## src/rtl/reg_file_sb_if.sv

```systemverilog
// Register-file access bus: two read ports, one write port, accumulator view
// and the load-pending scoreboard.
interface reg_file_sb_if #(
    parameter int DW  = 8,
    parameter int RAW = 4
);
    logic [RAW-1:0]      rs_addr_i;
    logic [RAW-1:0]      rt_addr_i;
    logic                wen_i;
    logic                acc_mode_i;
    logic [RAW-1:0]      wr_addr_i;
    logic [DW-1:0]       write_data_i;
    logic                pend_set_i;
    logic [RAW-1:0]      pend_addr_i;
    logic [DW-1:0]       rs_val_o;
    logic [DW-1:0]       rt_val_o;
    logic [DW-1:0]       acc_val_o;
    logic                stall_o;
    logic [2**RAW-1:0]   pend_o;

    modport master (
        output rs_addr_i, rt_addr_i, wen_i, acc_mode_i, wr_addr_i,
               write_data_i, pend_set_i, pend_addr_i,
        input  rs_val_o, rt_val_o, acc_val_o, stall_o, pend_o
    );

    modport slave (
        input  rs_addr_i, rt_addr_i, wen_i, acc_mode_i, wr_addr_i,
               write_data_i, pend_set_i, pend_addr_i,
        output rs_val_o, rt_val_o, acc_val_o, stall_o, pend_o
    );
endinterface

```

## src/rtl/reg_file_sb.sv

```systemverilog
// Register file with write-to-read forwarding, an accumulator write mode and a
// per-register pending scoreboard that raises stall for in-flight loads.
module reg_file_sb #(
    parameter int DW      = 8,
    parameter int RAW     = 4,
    parameter int ACC_IDX = 1,
    parameter int BYPASS  = 1,
    parameter int ZERO_R0 = 0
) (
    input  logic          clk,
    input  logic          rst,
    reg_file_sb_if.slave  bus
);
    localparam int             NREG  = 2**RAW;
    localparam logic [RAW-1:0] ACC_A = RAW'(ACC_IDX);

    logic [DW-1:0]   rf_q [NREG];
    logic [NREG-1:0] pend_q;
    logic [NREG-1:0] pend_d;
    logic [RAW-1:0]  wa;
    logic            wr_ok;
    logic            ps_ok;

    function automatic logic [DW-1:0] fwd_val(
        input logic [RAW-1:0] a,
        input logic [DW-1:0]  stored,
        input logic [RAW-1:0] w_addr,
        input logic           w_ok,
        input logic [DW-1:0]  w_data
    );
        if (ZERO_R0 != 0 && a == '0)
            return '0;
        if (BYPASS != 0 && w_ok && a == w_addr)
            return w_data;
        return stored;
    endfunction

    // A pending register being written this cycle is satisfied only when the
    // write data is forwarded to the reader.
    function automatic logic pend_hit(
        input logic [RAW-1:0] a,
        input logic           p,
        input logic [RAW-1:0] w_addr,
        input logic           w_ok
    );
        return p && !(BYPASS != 0 && w_ok && a == w_addr);
    endfunction

    always_comb begin
        wa     = bus.acc_mode_i ? ACC_A : bus.wr_addr_i;
        wr_ok  = bus.wen_i && !(ZERO_R0 != 0 && wa == '0);
        ps_ok  = bus.pend_set_i && !(ZERO_R0 != 0 && bus.pend_addr_i == '0);
        pend_d = pend_q;
        if (wr_ok)
            pend_d[wa] = 1'b0;
        if (ps_ok)
            pend_d[bus.pend_addr_i] = 1'b1;
    end

    always_ff @(posedge clk) begin
        if (rst) begin
            for (int i = 0; i < NREG; i++)
                rf_q[i] <= '0;
            pend_q <= '0;
        end else begin
            if (wr_ok)
                rf_q[wa] <= bus.write_data_i;
            pend_q <= pend_d;
        end
    end

    always_comb begin
        bus.rs_val_o  = fwd_val(bus.rs_addr_i, rf_q[bus.rs_addr_i], wa, wr_ok, bus.write_data_i);
        bus.rt_val_o  = fwd_val(bus.rt_addr_i, rf_q[bus.rt_addr_i], wa, wr_ok, bus.write_data_i);
        bus.acc_val_o = fwd_val(ACC_A, rf_q[ACC_A], wa, wr_ok, bus.write_data_i);
        bus.stall_o   = pend_hit(bus.rs_addr_i, pend_q[bus.rs_addr_i], wa, wr_ok)
                      | pend_hit(bus.rt_addr_i, pend_q[bus.rt_addr_i], wa, wr_ok);
        bus.pend_o    = pend_q;
    end
endmodule

```

## src/flat_wrapper.sv

```systemverilog
// flat-port wrapper written by rule: the top's interface ports become plain ports
module reg_file_sb_flat 
#(
    parameter int DW      = 8,
    parameter int RAW     = 4,
    parameter int ACC_IDX = 1,
    parameter int BYPASS  = 1,
    parameter int ZERO_R0 = 0
)
  (clk, rst, bus_rs_addr_i, bus_rt_addr_i, bus_wen_i, bus_acc_mode_i, bus_wr_addr_i, bus_write_data_i, bus_pend_set_i, bus_pend_addr_i, bus_rs_val_o, bus_rt_val_o, bus_acc_val_o, bus_stall_o, bus_pend_o);
  reg_file_sb_if #(.DW(DW), .RAW(RAW)) bus_i ();
  input  logic clk;
  input  logic rst;
  input wire logic [$bits(bus_i.rs_addr_i)-1:0] bus_rs_addr_i;
  input wire logic [$bits(bus_i.rt_addr_i)-1:0] bus_rt_addr_i;
  input wire logic [$bits(bus_i.wen_i)-1:0] bus_wen_i;
  input wire logic [$bits(bus_i.acc_mode_i)-1:0] bus_acc_mode_i;
  input wire logic [$bits(bus_i.wr_addr_i)-1:0] bus_wr_addr_i;
  input wire logic [$bits(bus_i.write_data_i)-1:0] bus_write_data_i;
  input wire logic [$bits(bus_i.pend_set_i)-1:0] bus_pend_set_i;
  input wire logic [$bits(bus_i.pend_addr_i)-1:0] bus_pend_addr_i;
  output wire logic [$bits(bus_i.rs_val_o)-1:0] bus_rs_val_o;
  output wire logic [$bits(bus_i.rt_val_o)-1:0] bus_rt_val_o;
  output wire logic [$bits(bus_i.acc_val_o)-1:0] bus_acc_val_o;
  output wire logic [$bits(bus_i.stall_o)-1:0] bus_stall_o;
  output wire logic [$bits(bus_i.pend_o)-1:0] bus_pend_o;
  assign bus_i.rs_addr_i = bus_rs_addr_i;
  assign bus_i.rt_addr_i = bus_rt_addr_i;
  assign bus_i.wen_i = bus_wen_i;
  assign bus_i.acc_mode_i = bus_acc_mode_i;
  assign bus_i.wr_addr_i = bus_wr_addr_i;
  assign bus_i.write_data_i = bus_write_data_i;
  assign bus_i.pend_set_i = bus_pend_set_i;
  assign bus_i.pend_addr_i = bus_pend_addr_i;
  assign bus_rs_val_o = bus_i.rs_val_o;
  assign bus_rt_val_o = bus_i.rt_val_o;
  assign bus_acc_val_o = bus_i.acc_val_o;
  assign bus_stall_o = bus_i.stall_o;
  assign bus_pend_o = bus_i.pend_o;
  reg_file_sb #(.DW(DW), .RAW(RAW), .ACC_IDX(ACC_IDX), .BYPASS(BYPASS), .ZERO_R0(ZERO_R0)) u_core (.clk(clk), .rst(rst), .bus(bus_i));
endmodule
```

## config.mk

```make
export PLATFORM = sky130hd
export DESIGN_NAME = reg_file_sb_flat
export DESIGN_NICKNAME = d
export VERILOG_FILES = /design/src/rtl/reg_file_sb_if.sv /design/src/rtl/reg_file_sb.sv /design/src/flat_wrapper.sv
export SDC_FILE = /design/constraint.sdc
export NUM_CORES = 1
export LEC_CHECK = 0
export CAP_MARGIN = 15
export CORE_AREA = 2 2 123 125
export CTS_CLUSTER_DIAMETER = 80
export DETAILED_ROUTE_END_ITERATION = 12
export DIE_AREA = 0 0 125 127
export HOLD_SLACK_MARGIN = 0.06
export PLACE_DENSITY = 0.8
export SLEW_MARGIN = 20
export SYNTH_ARGS = -nofsm -noshare
export SYNTH_HDL_FRONTEND = slang
export SYNTH_SLANG_ARGS = --single-unit
```

## constraint.sdc

```tcl
create_clock -name clk -period 2.94 [get_ports clk]
set_clock_uncertainty 0.05 [all_clocks]
set_input_delay 0.588 -clock clk [delete_from_list [all_inputs] [get_ports clk]]
set_output_delay 0.588 -clock clk [all_outputs]
set_load 0.005 [all_outputs]
```

==> metrics.cfg <==
[clocking]
clkLatencyLatePin_ns=0.43
cts.sinks=144
root_buffer=clkbuf_16
postCtsHoldBufs=0
cts_buffers=17
cts_buffer_depth=2
tritoncts=built
cts_htree_levels=4
clk_pin_slew_ns=0.06

[synth]
synth_cells=670
syn-cell-area_um2=8420
ys_seq_area_share_pct=49.5
synth.avg_cell_area_um2=12.6
synth_ff_type=edfxtp_1
ys_async_sr_fraction_pct=0
ys_seq_elements=144
synth_edf_count=128
synth_nets=699
netlist-cell-type-count=56
synth-warning-count=0

[critical_path]
worst-endpoint-arrival_ns=2.28
path_cells=clkbuf_4 -> a222oi_1 -> o211ai_4 -> buf_12 -> buf_16 -> buf_8 -> nor2_4 -> a31oi_4 -> buf_2
crit_type=input pin to primary output
worstPathRequired_ns=2.30
cp_max_fo=5
slowest_stage=a222oi_1
endpoint_kind=primary output
max_stage_delay_ns=0.53
cp-start-kind=input pin

[die]
die_area_um2=15900
core-area_um2=14400
rows=44
start_util_pct=58.4
die_h_um=127
io_pins=70
chipWidth_um=125

[timing]
max_freq_ghz=0.342
hold_viol=0
setup-violations-final=0
fin_crit_sh_pct=99.4
slew_violations=0
relSlewSlack_pct=44.7
worst_pin_slew_ns=0.826
rsz0062_at_grt=yes
fin_crit_ns=2.92
fin_tns_setup_ns=0

[final_layout]
drive_gt1_share_pct=34.9
final_core_util_pct=77.4
syn2layout_area_growth_pct=32.6
seqCellArea_um2=4160
n_fill_cell=853
final_common_cell=and2_1
nets=870
diodes=0
final_cell_mix=129 x and2_1, 128 x edfxtp_1, 94 x buf_4, 73 x nand2_1, 61 x mux4_2
finish.instance_area_um2=11200
multi_input_comb_area_um2=4080

[place]
dp_hpwl_um=19000
portBuffers=69
place_congestion=0.928
place_area_um2=10000

[detailed_routing]
wl_um=27900
drt_iter0_markers=888
viasPerCell=6.65
firstDrtPassIters=5
dr_total_vias=6898
post_drt_wl_per_cell_um=26.9
ant_nets=0
drc=0

[pwr]
cellPowerDensity_nw_per_um2=502
power_mw=5.61
p_leak_nw=4.27
irDropWorstVdd_mv=0.412

[min_path]
hp-class=flip-flop to flip-flop

[global_routing]
grt_pass1_vias=6906
grt_max_degree=21
grt_usage_pct=36.1
grt.overflow.total=0
grt_pass1_wl_um=42100
grt_antenna_before_repair=0

[run]
max_cap_violations=0

[outcome]
outcome=complete, no violations

logic make-up after synthesis:
| kind of cell | count (synthesis) | share of synthesized area [%] |
|---|---|---|
| XOR/XNOR | 2 | 0.208 |
| AND/OR/NAND/NOR | 275 | 17.3 |
| buffers and inverters | 68 | 4.24 |
| multiplexers | 95 | 21.5 |
| AO/OA/AOI/OAI | 86 | 7.36 |
| flip-flops | 144 | 49.5 |
worst paths after layout:
kind | startpoint | endpoint | slack, ns | cells after the start
max | bus_rs_addr_i[1] | bus_rs_val_o[2] | 0.02 | 9
max reg2reg | u_core.bus.pend_o[2]$_SDFF_PP0_ | u_core.bus.pend_o[2]$_SDFF_PP0_ | 2.16 | 2
min reg2reg | u_core.bus.pend_o[3]$_SDFF_PP0_ | u_core.bus.pend_o[3]$_SDFF_PP0_ | 0.47 | 2
min | u_core.bus.pend_o[3]$_SDFF_PP0_ | u_core.bus.pend_o[3]$_SDFF_PP0_ | 0.47 | 2
layout make-up:
class | count | share of cell area [%]
tap | 184 | 2.06
clock inverter | 13 | 1.51
multi-input combinational | 458 | 36.6
inverter | 22 | 0.785
clock buffer | 19 | 3.88
timing repair buffer | 198 | 17.9
sequential | 144 | 37.3
sequential cells by signal, summed over array words and instances, names as in the netlist:
name,count
u_core.bus.pend_o,16
u_core.rf_q,128
cells in the mapped netlist, types with 3 or more instances:
cell type  count  area (um^2)
o21ai_0       27          135
nor3b_1        4         30.0
mux2i_1        7         70.1
a31oi_1       11         68.8
nor2b_1        5         31.3
and2_1       129          807
nand2b_1       8         50.1
clkbuf_1      16         60.1
nor2_1        32          120
mux2_4         8          120
buf_6          6         67.6
buf_4          5         37.5
a21o_1         4         30.0
a22oi_1       16          120
nand2_1       73          274
mux4_2        61         1370
nand4_1        4         25.0
a32o_1         3         30.0
dfxtp_1       16          320
nand3b_1       3         22.5
mux2_2        17          191
inv_1         21         78.8
buf_2         16         80.1
edfxtp_1     128         3840
nand3_1        7         35.0
nor3_1         5         25.0
stage by stage:
stage / hold WS (ns) / setup WS (ns) / instances
after floorplan: 0.429 / 0.445 / 670
after global placement: 0.447 / -0.480 / 982
after detailed placement: 0.462 / -0.571 / 982
after CTS: 0.472 / 0.00288 / 1037
after global routing: 0.491 / -0.0369 / 1038
final: 0.475 / 0.0179 / 1038
worst max-delay path, delay by kind of cell:
kind | cells | cell delay (ns)
buffers and inverters | 5 | 0.74
AO/OA/AOI/OAI | 3 | 0.83
AND/OR/NAND/NOR | 1 | 0.11
metal layers:
metal	GRT usage (%)	wire length (um)	vias up
met2	57.6	13200	535
met4	19.8	1650	0
li1	-	-	2856
met1	44.8	9780	3393
met3	10.8	3260	114
met5	0	0	-
report_power, final:
group          total, mW  switching [mW]  internal, mW
logic              0.960           0.468         0.493
clock network       2.24           0.834          1.40
registers           2.41          0.0707          2.34
what timing repair did:
item / 4_1_cts / 5_1_grt
resized for setup: 127 / 31
pin swaps: 13 / 7
setup buffers: 18 / 2
setup endpoints to repair: 25 / 17
gates cloned: 6 / 0
(Power assumes the default switching activity.)
